File: config.mk
export PLATFORM = sky130hd
export DESIGN_NAME = ex_mul_unit_flat
export DESIGN_NICKNAME = d
export VERILOG_FILES = /design/src/rtl/ex_mul_unit_if.sv /design/src/rtl/ex_mul_unit.sv /design/src/flat_wrapper.sv
export SDC_FILE = /design/constraint.sdc
export NUM_CORES = 1
export LEC_CHECK = 0
export CAP_MARGIN = 10
export CORE_ASPECT_RATIO = 1.1
export CORE_MARGIN = 5
export CORE_UTILIZATION = 55
export DETAILED_ROUTE_END_ITERATION = 10
export DONT_BUFFER_PORTS = 1
export GPL_ROUTABILITY_DRIVEN = 0
export PLACE_DENSITY = 0.7
export SYNTH_ARGS = -nofsm -noshare
export SYNTH_HDL_FRONTEND = slang
export SYNTH_SLANG_ARGS = --single-unit
File: constraint.sdc
create_clock -name clk -period 4.05 [get_ports clk]
set_input_delay 0.405 -clock clk [delete_from_list [all_inputs] [get_ports clk]]
set_output_delay 0.405 -clock clk [all_outputs]
set_load 0.05 [all_outputs]
File: src/rtl/ex_mul_unit_if.sv
// Operand/result bundle between the ID/EX register, the EX multiplier and EX/MEM.
// master = ID/EX side driving the command, slave = the multiply unit.
interface ex_mul_unit_if #(
    parameter int WIDTH = 32
);
    logic             start;
    logic             acc_in;
    logic             s_in;
    logic [3:0]       status_in;
    logic [3:0]       dest_in;
    logic [WIDTH-1:0] val_rn_in;
    logic [WIDTH-1:0] val_rm_in;
    logic [WIDTH-1:0] val_acc_in;

    logic             stall;
    logic             result_valid;
    logic [WIDTH-1:0] result_out;
    logic [3:0]       dest_out;
    logic             wb_en_out;
    logic             s_out;
    logic [3:0]       status_out;

    modport master (
        output start, acc_in, s_in, status_in, dest_in,
        output val_rn_in, val_rm_in, val_acc_in,
        input  stall, result_valid, result_out, dest_out,
        input  wb_en_out, s_out, status_out
    );

    modport slave (
        input  start, acc_in, s_in, status_in, dest_in,
        input  val_rn_in, val_rm_in, val_acc_in,
        output stall, result_valid, result_out, dest_out,
        output wb_en_out, s_out, status_out
    );
endinterface

File: src/rtl/ex_mul_unit.sv
// Iterative MUL/MLA engine for the EX stage; BITS_PER_CYCLE multiplier bits per step.
// Optional MUL_EARLY_TERM_EN: finish as soon as the remaining multiplier is zero.
module ex_mul_unit #(
    parameter int WIDTH          = 32,
    parameter int BITS_PER_CYCLE = 1
) (
    input  logic          clk,
    input  logic          rst,
    input  logic          flush,
    ex_mul_unit_if.slave  bus
);
    localparam int N  = WIDTH / BITS_PER_CYCLE;
    localparam int CW = (N > 1) ? $clog2(N) : 1;

    typedef enum logic [1:0] {
        IDLE,
        RUN,
        DONE
    } state_e;

    state_e           state_q;
    logic [CW-1:0]    cnt_q;
    logic [WIDTH-1:0] mcand_q, mcand_d;
    logic [WIDTH-1:0] mplier_q, mplier_d;
    logic [WIDTH-1:0] acc_q, acc_d;
    logic [WIDTH-1:0] partial;
    logic [3:0]       dest_q;
    logic             s_q;
    logic [1:0]       cv_q;
    logic             run_last;

    logic [WIDTH-1:0] result_q;
    logic [3:0]       dest_out_q;
    logic [3:0]       status_out_q;
    logic             valid_q;
    logic             s_out_q;

    always_comb begin
        partial = '0;
        for (int b = 0; b < BITS_PER_CYCLE; b++) begin
            if (mplier_q[b]) begin
                partial = partial + (mcand_q << b);
            end
        end
        acc_d    = acc_q + partial;
        mcand_d  = mcand_q << BITS_PER_CYCLE;
        mplier_d = mplier_q >> BITS_PER_CYCLE;
    end

`ifdef MUL_EARLY_TERM_EN
    assign run_last = (cnt_q == '0) || (mplier_d == '0);
`else
    assign run_last = (cnt_q == '0);
`endif

    always_ff @(posedge clk or negedge rst) begin
        if (!rst) begin
            state_q      <= IDLE;
            cnt_q        <= '0;
            mcand_q      <= '0;
            mplier_q     <= '0;
            acc_q        <= '0;
            dest_q       <= '0;
            s_q          <= 1'b0;
            cv_q         <= '0;
            result_q     <= '0;
            dest_out_q   <= '0;
            status_out_q <= '0;
            valid_q      <= 1'b0;
            s_out_q      <= 1'b0;
        end else begin
            valid_q <= 1'b0;
            s_out_q <= 1'b0;
            if (flush) begin
                state_q <= IDLE;
            end else begin
                unique case (state_q)
                    IDLE: begin
                        if (bus.start) begin
                            state_q  <= RUN;
                            cnt_q    <= CW'(N - 1);
                            mcand_q  <= bus.val_rn_in;
                            mplier_q <= bus.val_rm_in;
                            acc_q    <= bus.acc_in ? bus.val_acc_in : '0;
                            dest_q   <= bus.dest_in;
                            s_q      <= bus.s_in;
                            cv_q     <= bus.status_in[1:0];
                        end
                    end
                    RUN: begin
                        acc_q    <= acc_d;
                        mcand_q  <= mcand_d;
                        mplier_q <= mplier_d;
                        if (run_last) begin
                            state_q <= DONE;
                        end else begin
                            cnt_q <= cnt_q - 1'b1;
                        end
                    end
                    DONE: begin
                        state_q      <= IDLE;
                        result_q     <= acc_q;
                        dest_out_q   <= dest_q;
                        status_out_q <= {acc_q[WIDTH-1],
                                         acc_q == '0, cv_q};
                        valid_q      <= 1'b1;
                        s_out_q      <= s_q;
                    end
                    default: state_q <= IDLE;
                endcase
            end
        end
    end

    // Combinational so the front end freezes in the same cycle start is seen
    assign bus.stall = ((state_q == IDLE) && bus.start && !flush)
                     || (state_q == RUN);

    assign bus.result_valid = valid_q;
    assign bus.wb_en_out    = valid_q;
    assign bus.result_out   = result_q;
    assign bus.dest_out     = dest_out_q;
    assign bus.status_out   = status_out_q;
    assign bus.s_out        = s_out_q;
endmodule
File: src/flat_wrapper.sv
// flat-port wrapper written by rule: the top's interface ports become plain ports
module ex_mul_unit_flat 
#(
    parameter int WIDTH          = 32,
    parameter int BITS_PER_CYCLE = 1
)
  (clk, rst, flush, bus_start, bus_acc_in, bus_s_in, bus_status_in, bus_dest_in, bus_val_rn_in, bus_val_rm_in, bus_val_acc_in, bus_stall, bus_result_valid, bus_result_out, bus_dest_out, bus_wb_en_out, bus_s_out, bus_status_out);
  ex_mul_unit_if #(.WIDTH(WIDTH)) bus_i ();
  input  logic clk;
  input  logic rst;
  input  logic flush;
  input wire logic [$bits(bus_i.start)-1:0] bus_start;
  input wire logic [$bits(bus_i.acc_in)-1:0] bus_acc_in;
  input wire logic [$bits(bus_i.s_in)-1:0] bus_s_in;
  input wire logic [$bits(bus_i.status_in)-1:0] bus_status_in;
  input wire logic [$bits(bus_i.dest_in)-1:0] bus_dest_in;
  input wire logic [$bits(bus_i.val_rn_in)-1:0] bus_val_rn_in;
  input wire logic [$bits(bus_i.val_rm_in)-1:0] bus_val_rm_in;
  input wire logic [$bits(bus_i.val_acc_in)-1:0] bus_val_acc_in;
  output wire logic [$bits(bus_i.stall)-1:0] bus_stall;
  output wire logic [$bits(bus_i.result_valid)-1:0] bus_result_valid;
  output wire logic [$bits(bus_i.result_out)-1:0] bus_result_out;
  output wire logic [$bits(bus_i.dest_out)-1:0] bus_dest_out;
  output wire logic [$bits(bus_i.wb_en_out)-1:0] bus_wb_en_out;
  output wire logic [$bits(bus_i.s_out)-1:0] bus_s_out;
  output wire logic [$bits(bus_i.status_out)-1:0] bus_status_out;
  assign bus_i.start = bus_start;
  assign bus_i.acc_in = bus_acc_in;
  assign bus_i.s_in = bus_s_in;
  assign bus_i.status_in = bus_status_in;
  assign bus_i.dest_in = bus_dest_in;
  assign bus_i.val_rn_in = bus_val_rn_in;
  assign bus_i.val_rm_in = bus_val_rm_in;
  assign bus_i.val_acc_in = bus_val_acc_in;
  assign bus_stall = bus_i.stall;
  assign bus_result_valid = bus_i.result_valid;
  assign bus_result_out = bus_i.result_out;
  assign bus_dest_out = bus_i.dest_out;
  assign bus_wb_en_out = bus_i.wb_en_out;
  assign bus_s_out = bus_i.s_out;
  assign bus_status_out = bus_i.status_out;
  ex_mul_unit #(.WIDTH(WIDTH), .BITS_PER_CYCLE(BITS_PER_CYCLE)) u_core (.clk(clk), .rst(rst), .flush(flush), .bus(bus_i));
endmodule
==> qor.csv, run 1 <==
metric;value;unit
max_cap_check_violation_count;0;
overall_track_demand_over_capacity_in_global_routing;24.7;%
ctsHtreeMaxLevel;4;
vias_in_the_first_global_route;6831;
netlist-cell-type-count;57;
worstMarginPinSlew;0.969;ns
mostFrequentLayoutCell;nand2_1;
drt.antenna.violating_nets;0;
post-cts-setup-buffers;0;
mappedNetlistNets;1132;
rrSetupSlack;0.84;ns
path_class;flop to flop;
dp_worst_setup_slack;0.916;ns
final.hold.worst_slack;-0.0442;ns
tns;0;ns
timing.final.hold_violations;51;
crit_required;4.37;ns
die_x;129;um
routed-via-count;7043;
cts-resized-gates;0;
insertedDiodeCount;0;
r2r-start;u_core.mplier_q[0]$_DFFE_PN0P_;
synth_area_per_cell;8.74;um2
cts_sink_cnt;151;
finalCoreUtilization;60.4;%
cts.reportedPaths.clkPinSlew;0.07;ns
final.period_utilization;79.2;%
die-height;141;um
slew-limit-headroom;35.4;%
synth-edff-count;0;
power-per-cell-area;602;nW/um2
area_delta_synth_final;8.81;%
outcome;finished with violations;
i_o_pin_cnt;154;
fmaxAchievable;312;MHz
numCtsBuffers;17;
rows;48;
antenna_found_initial;0;
finalNetCount;1094;
initial_core_util;55.5;%
finalWirelength;21900;um
worst-path-max-fanout;12;
insertion_delay_of_the_later_clocked_pin_in_the_worst_skew_pair;0.43;ns
period_needed;3.21;ns
peakVddDrop;0.294;mV
p_leak;4.22;nW
finalMaxSlewViolations;0;
finalClockSkew;0.0100;ns
setup_viol;0;
cts_root_buffer;clkbuf_16;
setup_repair_after_global_routing_missed_its_margin;no;
wl_per_cell;18.8;um
tritoncts;done;
worstSetupStartpointType;flop;
netlist_instances;988;
grt_max_degree;152;
drc;0;
drt_pass1_iterations;5;
failed_checks;negative hold slack;
final_cell_mix;187 x nand2_1, 151 x dfrtp_1, 118 x nor2_1;
hold_path.class;input port to asynchronous set/reset pin;
viasPerCell;6.06;
synth_flop_cell;dfrtp_1;
grt_remaining_overflow;0;
detailedPlacementHpwl;15200;um
worst_ep_arrival_time;3.53;ns
worst_setup_path_end_kind;flop;
finalWorstSetupSlack;0.841;ns
die_area;18300;um2
ys_seq_area_share;43.7;%
grt_first_pass_wirelength;35800;um
place.port_buffers;0;
synthesized_flop_and_latch_total;151;
drt-initial-drc-count;541;
drive_gt1_share;10.1;%
syn_area;8640;um2
worst_r2r_path_depth;10;
synthesis.yosys.warnings;0;
max-clock-path-buffers;2;
core_area;15600;um2
synth_async_sr_flop_share;100;%
rr_endpoint;u_core.acc_q[30]$_DFFE_PN0P_;
Yosys cell counts (3+ instances only):
| master | n | area share [%] |
|---|---|---|
| dfrtp_1 | 151 | 44 |
| a22o_1 | 3 | 0.30 |
| o211ai_1 | 7 | 0.61 |
| nand2b_1 | 3 | 0.22 |
| clkbuf_1 | 52 | 2.3 |
| nand2_1 | 187 | 8.1 |
| a211oi_1 | 8 | 0.70 |
| buf_1 | 5 | 0.22 |
| a31oi_1 | 81 | 5.9 |
| buf_4 | 8 | 0.70 |
| xnor2_1 | 9 | 0.91 |
| inv_1 | 9 | 0.39 |
| a21o_1 | 18 | 1.6 |
| nand3b_1 | 3 | 0.26 |
| ha_1 | 33 | 4.8 |
| and4_1 | 4 | 0.41 |
| a21oi_1 | 46 | 2.7 |
| mux2i_1 | 5 | 0.58 |
| nand4b_1 | 3 | 0.30 |
| o21ai_0 | 34 | 2.0 |
| o21bai_1 | 5 | 0.43 |
| or3_1 | 3 | 0.22 |
| nor4_1 | 8 | 0.58 |
| xor2_1 | 7 | 0.71 |
| and2_1 | 39 | 2.8 |
| nor3_1 | 9 | 0.52 |
| mux2_2 | 39 | 5.1 |
| nand4_1 | 9 | 0.65 |
| a22oi_1 | 5 | 0.43 |
| a21boi_0 | 3 | 0.26 |
| nor3b_1 | 4 | 0.35 |
| o21a_1 | 9 | 0.78 |
| nand3_1 | 17 | 0.98 |
| and3_1 | 10 | 0.72 |
| a221oi_1 | 8 | 0.81 |
| nor2_1 | 118 | 5.1 |
timing repair:
| item | 4_1_cts | 5_1_grt |
|---|---|---|
| hold buffers | 1 | 0 |
| endpoints found under the setup margin | 0 | 0 |
| hold endpoints to repair | 151 | 0 |
flip-flops by register name (all words and copies together) (netlist names):
| name | count |
|---|---|
| u_core.bus.dest_out | 4 |
| u_core.dest_q | 4 |
| u_core.bus.status_out | 3 |
| u_core.bus.s_out | 1 |
| u_core.cv_q | 2 |
| u_core.s_q | 1 |
| u_core.acc_q | 32 |
| u_core.state_q | 2 |
| u_core.bus.result_valid | 1 |
| u_core.mplier_q | 32 |
| u_core.cnt_q | 5 |
| u_core.bus.result_out | 32 |
| u_core.mcand_q | 32 |
metal layers:
metal  global-route usage (%)  up-vias  wire length [um]
met5                        0        -                 0
met4                     7.17        0               380
met3                     8.32       28              1830
met2                     37.4      221              9990
met1                     34.0     3368              9690
li1                         -     3426                 -
per-stage QoR:
step           instance area (um2)  total power [mW]  std cells
3_3_place_gp                  8710              3.80       1130
3_5_place_dp                  8710              3.83       1130
4_1_cts                       9400              5.67       1163
2_1_floorplan                 8640              3.43        988
6_report                      9400              5.66       1163
5_1_grt                       9400              6.02       1163
where the power goes:
| group | switching [mW] | internal (mW) |
|---|---|---|
| clock | 0.672 | 1.12 |
| sequential | 0.263 | 1.74 |
| combinational | 1.12 | 0.756 |
| total | 2.05 | 3.61 |
worst max-delay path, cell delays in order (launching register included):
cell and delay [ns]:
dfrtp_1 0.50, and2_1 0.20, ha_1 0.22, fa_1 0.44, a211oi_1 0.39, o211ai_1 0.20, nand4_1 0.23, a31oi_1 0.20
a211oi_1 0.38, mux2i_1 0.24, o22ai_1 0.09
final cells by class:
class / count / area (um2)
Fill cell: 1361 / 6160
Multi-Input combinational cell: 761 / 4570
Inverter: 9 / 33.8
Timing Repair Buffer: 10 / 108
Tap cell: 200 / 250
Clock buffer: 18 / 439
Clock inverter: 14 / 221
Sequential cell: 151 / 3780
how the worst max path moves through the flow:
stage / from / to / slack (ns)
after floorplan: u_core.mplier_q[0]$_DFFE_PN0P_ / u_core.acc_q[30]$_DFFE_PN0P_ / 1.24
after global placement: u_core.mplier_q[0]$_DFFE_PN0P_ / u_core.acc_q[30]$_DFFE_PN0P_ / 0.95
after detailed placement: u_core.mplier_q[0]$_DFFE_PN0P_ / u_core.acc_q[30]$_DFFE_PN0P_ / 0.92
after CTS: u_core.mplier_q[0]$_DFFE_PN0P_ / u_core.acc_q[30]$_DFFE_PN0P_ / 0.89
after global routing: u_core.mplier_q[0]$_DFFE_PN0P_ / u_core.acc_q[30]$_DFFE_PN0P_ / 0.63
final: u_core.mplier_q[0]$_DFFE_PN0P_ / u_core.acc_q[30]$_DFFE_PN0P_ / 0.84
cells by family after synthesis:
logic type                 Yosys count  synth area share, %
buffers and inverters               76                 3.68
AOI/OAI and AO/OA                  243                 18.1
DFF                                151                 43.7
adders and majority gates           34                 5.01
muxes                               44                 5.66
xor gates and xnor gates            16                 1.62
and+or+nand+nor                    424                 22.1
Power figures use the tool's default switching activity.
==> inputs of run 2 (changes only) <==
PLACE_DENSITY = 0.73   (was 0.7)
clock period = 2.8 ns   (was 4.05 ns; I/O delays follow)
==> qor.csv, run 2 (synthesis results as in run 1) <==
metric;value;unit;change
viasPerCell;5.98;;-1.3%
drc;0;;unchanged
cts.reportedPaths.clkPinSlew;0.06;ns;about the same
power-per-cell-area;819;nW/um2;+36%
finalNetCount;1193;;+9.0%
rows;48;;unchanged
final_cell_mix;187 x nand2_1, 151 x dfrtp_1, 118 x nor2_1;;
wl_per_cell;18.6;um;-1.4%
i_o_pin_cnt;154;;unchanged
final.period_utilization;98.6;%;+19 points
worstMarginPinSlew;0.936;ns;-0.0333 ns
failed_checks;negative hold slack;;
core_area;15600;um2;unchanged
drt-initial-drc-count;635;;+17%
grt_remaining_overflow;0;;unchanged
finalWirelength;23400;um;+7.0%
report.power.total;8.43;mW;+49%
grt_max_degree;152;;unchanged
period_needed;2.76;ns;-0.450 ns
drt.antenna.violating_nets;0;;unchanged
worstSetupStartpointType;flop;;
finalCoreUtilization;66.1;%;+5.7 points
setup_repair_after_global_routing_missed_its_margin;yes;;
die_x;129;um;unchanged
detailedPlacementHpwl;16000;um;+5.4%
mostFrequentLayoutCell;nand2_1;;
worst_ep_arrival_time;3.07;ns;-0.46 ns
tns;0;ns;unchanged
finalMaxSlewViolations;0;;unchanged
numCtsBuffers;17;;unchanged
insertion_delay_of_the_later_clocked_pin_in_the_worst_skew_pair;0.43;ns;about the same
timing.final.hold_violations;151;;+200%
final.hold.worst_slack;-0.456;ns;-0.412 ns
ctsHtreeMaxLevel;4;;unchanged
p_leak;4.63;nW;+9.6%
area_delta_synth_final;19.1;%;
hold_path.class;input port to asynchronous set/reset pin;;
initial_core_util;55.5;%;unchanged
non_filler_instances;1262;;+8.5%
grt_first_pass_wirelength;37800;um;+5.5%
max-clock-path-buffers;2;;unchanged
antenna_found_initial;0;;unchanged
fmaxAchievable;362;MHz;+16%
path_class;flop to flop;;
outcome;finished with violations;;
cts_sink_cnt;151;;unchanged
max_cap_check_violation_count;0;;unchanged
drive_gt1_share;14.1;%;+4.1 points
slew-limit-headroom;37.6;%;+2.2 points
setup_viol;0;;unchanged
drt_pass1_iterations;7;;+2
insertedDiodeCount;0;;unchanged
worst_setup_path_end_kind;flop;;
place.port_buffers;0;;unchanged
die_area;18300;um2;unchanged
finalClockSkew;0.0104;ns;+0.000399 ns
vias_in_the_first_global_route;7383;;+8.1%
cts_root_buffer;clkbuf_16;;
overall_track_demand_over_capacity_in_global_routing;25.9;%;+1.2 points
tritoncts;done;;
die-height;141;um;unchanged
routed-via-count;7543;;+7.1%
peakVddDrop;0.379;mV;+29%
crit_required;3.11;ns;-1.26 ns
placed_cells_incl_taps;1170;;+3.5%
worst-path-max-fanout;5;;-7
-- run 2: cell count changes in the layout (fill, tap and decap cells not counted), moves of 3 or more --
cell           change
ha_1               -4
a21oi_1            -3
a21oi_2            +3
a211oi_1           -3
ha_2               +3
buf_4             +40
bufinv_16          -3
clkinv_4           +3
dlygate4sd3_1     +59
-- run 2: path summary, 6_finish.rpt --
path                            slack [ns]  depth (start not counted)                           start                                   end
min in group clk                         0                          2               bus_val_rn_in[11]        u_core.mcand_q[11]$_DFFE_PN0P_
worst max register to register        0.04                         10  u_core.mplier_q[0]$_DFFE_PN0P_          u_core.acc_q[31]$_DFFE_PN0P_
max in group asynchronous             3.04                          0                             rst           u_core.cnt_q[2]$_DFFE_PN0P_
worst min register to register        0.48                          2      u_core.cv_q[1]$_DFFE_PN0P_            u_core.cv_q[1]$_DFFE_PN0P_
worst min-delay path                 -0.46                          0                             rst  u_core.bus.result_out[8]$_DFFE_PN0P_
worst max-delay path                  0.04                         10  u_core.mplier_q[0]$_DFFE_PN0P_          u_core.acc_q[31]$_DFFE_PN0P_
-- run 2: through the flow --
step                      worst slack (ns)  cell area (um2)
final                               0.0404            10300
after CTS                           0.0142            10200
after global placement            -0.00655             9020
after floorplan                     0.0544             8640
after global routing               -0.0407            10300
after detailed placement           -0.0590             9020
-- run 2: timing repair --
| action | CTS | global route |
|---|---|---|
| endpoints found under the hold margin | 211 | 152 |
| buffers inserted | 0 | 1 |
| hold buffers | 58 | 1 |
| pin swaps | 2 | 6 |
| endpoints found under the setup margin | 3 | 14 |
| resized for setup | 2 | 14 |
-- run 2: cell type report --
class / count / area [um2]
clock buffers: 18 / 439
clock inverters: 14 / 165
fillers: 1241 / 5270
inverters: 9 / 33.8
multi-input cells: 761 / 4640
flip-flops and latches: 151 / 3780
well taps: 200 / 250
repair buffers: 109 / 982
-- run 2: report_power, final --
group / internal, mW / switching [mW]
Combinational: 1.45 / 1.73
Sequential: 2.51 / 0.383
Clock: 1.36 / 0.987
Total: 5.32 / 3.10
-- run 2: worst max-delay path, stage by stage, from the launching register on --
cell and delay, ns:
dfrtp_1 0.41, buf_4 0.16, and2_1 0.14, ha_1 0.38, o21ai_2 0.11, o211ai_2 0.25, and2_4 0.23, a221oi_2 0.08
o41a_1 0.43, o21a_1 0.18, o311a_1 0.28
-- run 2: layer usage --
metal / routed length, um / part of all wire, % / up-vias / global-route usage (%)
li1: - / - / 3626 / -
met4: 439 / 1.9 / 0 / 7.00
met2: 11200 / 48 / 253 / 42.5
met1: 9980 / 43 / 3624 / 34.2
met5: 0 / 0 / - / 0
met3: 1750 / 7.5 / 40 / 6.78
==> inputs of run 3 (changes only) <==
CELL_PAD_IN_SITES_DETAIL_PLACEMENT = 0   (was not set)
CELL_PAD_IN_SITES_GLOBAL_PLACEMENT = 1   (was not set)
CORE_UTILIZATION = 52   (was 55)
HOLD_SLACK_MARGIN = 0.05   (was not set)
PLACE_DENSITY = not set   (was 0.73)
PLACE_DENSITY_LB_ADDON = 0.1   (was not set)
clock period = 3.46 ns   (was 2.8 ns; I/O delays follow)
==> qor.csv, run 3 (synthesis results as in run 1) <==
metric;value;unit;change
outcome;finished with violations;;
failed_checks;negative hold slack;;
core_area;16400;um2;+5.2%
drt.antenna.violating_nets;0;;unchanged
power-per-cell-area;681;nW/um2;-17%
grt_remaining_overflow;0;;unchanged
routed-via-count;7299;;-3.2%
cts_sink_cnt;151;;unchanged
timing.critical_path.max_delay_family;compound AO/OA/AOI/OAI gates;;
final.hold.worst_slack;-0.400;ns;+0.0558 ns
peakVddDrop;0.429;mV;+13%
critPathBufInv;1;;unchanged
max-clock-path-buffers;2;;unchanged
finalWorstSetupSlack;0.446;ns;+0.406 ns
insertedDiodeCount;0;;unchanged
insertion_delay_of_the_later_clocked_pin_in_the_worst_skew_pair;0.44;ns;about the same
worst-path-max-fanout;11;;+6
initial_core_util;52.8;%;-2.8 points
critical_path.slowest_cell;a221oi_1;;
final_cell_mix;187 x nand2_1, 151 x dfrtp_1, 118 x nor2_1;;
viasPerCell;6.10;;+2.1%
cts_root_buffer;clkbuf_16;;
rows;49;;+2.1%
worstMarginPinSlew;0.965;ns;+0.0298 ns
antenna_found_initial;0;;unchanged
hold_path.class;input port to asynchronous set/reset pin;;
wl_per_cell;19.2;um;+3.7%
tns;0;ns;unchanged
path_class;flop to flop;;
cts-resized-gates;0;;-2
area_delta_synth_final;11.8;%;
finalMaxSlewViolations;0;;unchanged
non_filler_instances;1196;;-5.2%
slew-limit-headroom;35.6;%;-2.0 points
die-height;145;um;+2.6%
crit_required;3.78;ns;+0.67 ns
fmaxAchievable;332;MHz;-8.4%
setup_viol;0;;unchanged
placed_cells_incl_taps;1134;;-3.1%
die_area;19300;um2;+5.3%
tritoncts;done;;
p_leak;4.33;nW;-6.4%
finalClockSkew;0.00674;ns;-0.00367 ns
drc;0;;unchanged
worst_setup_path_end_kind;flop;;
final.period_utilization;87.1;%;-11 points
cts_hold_buf;30;;-48%
setup_repair_after_global_routing_missed_its_margin;no;;
grt_first_pass_wirelength;37300;um;-1.2%
critPathMaxStageDelay;0.55;ns;+0.12 ns
drt_pass1_iterations;5;;-2
i_o_pin_cnt;154;;unchanged
ctsHtreeMaxLevel;4;;unchanged
timing.final.hold_violations;151;;unchanged
drt-initial-drc-count;629;;-0.94%
cts.reportedPaths.clkPinSlew;0.07;ns;about the same
place.port_buffers;0;;unchanged
mostFrequentLayoutCell;nand2_1;;
finalCoreUtilization;59.0;%;-7.1 points
max_cap_check_violation_count;0;;unchanged
dp_worst_setup_slack;0.524;ns;+0.583 ns
grt_max_degree;152;;unchanged
worstSetupStartpointType;flop;;
die_x;133;um;+2.6%
worst_ep_arrival_time;3.34;ns;+0.27 ns
cell_chain_of_the_critical_path;buf_4, and2_1, ha_1, a21oi_1, o21bai_1, a221oi_1, a21boi_0, a2111o_1, o211ai_1, nor2_1;;
detailedPlacementHpwl;16200;um;+0.82%
numCtsBuffers;17;;unchanged
finalWirelength;23000;um;-1.7%
vias_in_the_first_global_route;7175;;-2.8%
overall_track_demand_over_capacity_in_global_routing;24.0;%;-1.9 points
post-cts-setup-buffers;0;;unchanged
period_needed;3.01;ns;+0.254 ns
finalNetCount;1123;;-5.9%
drive_gt1_share;9.68;%;-4.4 points
final.fill_count;1459;;+18%
-- run 3: worst paths after layout --
check / slack (ns) / startpoint / cells after the start / end
worst max register to register: 0.45 / u_core.mplier_q[0]$_DFFE_PN0P_ / 10 / u_core.acc_q[29]$_DFFE_PN0P_
worst min-delay path: -0.40 / rst / 0 / u_core.bus.result_out[9]$_DFFE_PN0P_
worst max-delay path: 0.45 / u_core.mplier_q[0]$_DFFE_PN0P_ / 10 / u_core.acc_q[29]$_DFFE_PN0P_
worst min register to register: 0.47 / u_core.s_q$_DFFE_PN0P_ / 2 / u_core.s_q$_DFFE_PN0P_
min in group clk: 0.06 / bus_val_rm_in[22] / 2 / u_core.mplier_q[22]$_DFFE_PN0P_
max in group asynchronous: 3.60 / rst / 0 / u_core.mcand_q[20]$_DFFE_PN0P_
-- run 3: cell type report --
type / instances / area, um2 / share of cell area [%]
Multi-Input combinational cell: 761 / 4570 / 47.3
Tap cell: 204 / 255 / 2.64
Timing Repair Buffer: 39 / 393 / 4.07
Inverter: 9 / 33.8 / 0.350
Sequential cell: 151 / 3780 / 39.1
Clock inverter: 15 / 205 / 2.12
Clock buffer: 17 / 425 / 4.40
-- run 3: per-layer routing --
layer | wire length (um) | up-vias | GRT usage, %
met4 | 431 | 0 | 7.02
met2 | 10800 | 254 | 37.7
met1 | 9850 | 3517 | 31.3
met3 | 1950 | 43 | 8.69
li1 | - | 3485 | -
met5 | 0 | - | 0
-- run 3: power by group --
part / switching [mW] / internal [mW] / total [mW]
logic: 1.30 / 0.906 / 2.21
registers: 0.310 / 2.03 / 2.34
clock network: 0.855 / 1.17 / 2.03
total: 2.47 / 4.11 / 6.58
-- run 3: worst register-to-register path, cell delays in order, from the launching register on --
cell and delay (ns):
dfrtp_1 0.39, buf_4 0.17, and2_1 0.15, ha_1 0.34
a21oi_1 0.35, o21bai_1 0.11, a221oi_1 0.55, a21boi_0 0.24
a2111o_1 0.43, o211ai_1 0.10, nor2_1 0.06
-- run 3: stage by stage --
stage               area, um2  total power [mW]
floorplan                8640              4.02
global placement         8730              4.46
detailed placement       8730              4.52
CTS                      9660              6.59
global route             9660              6.98
finish                   9660              6.58
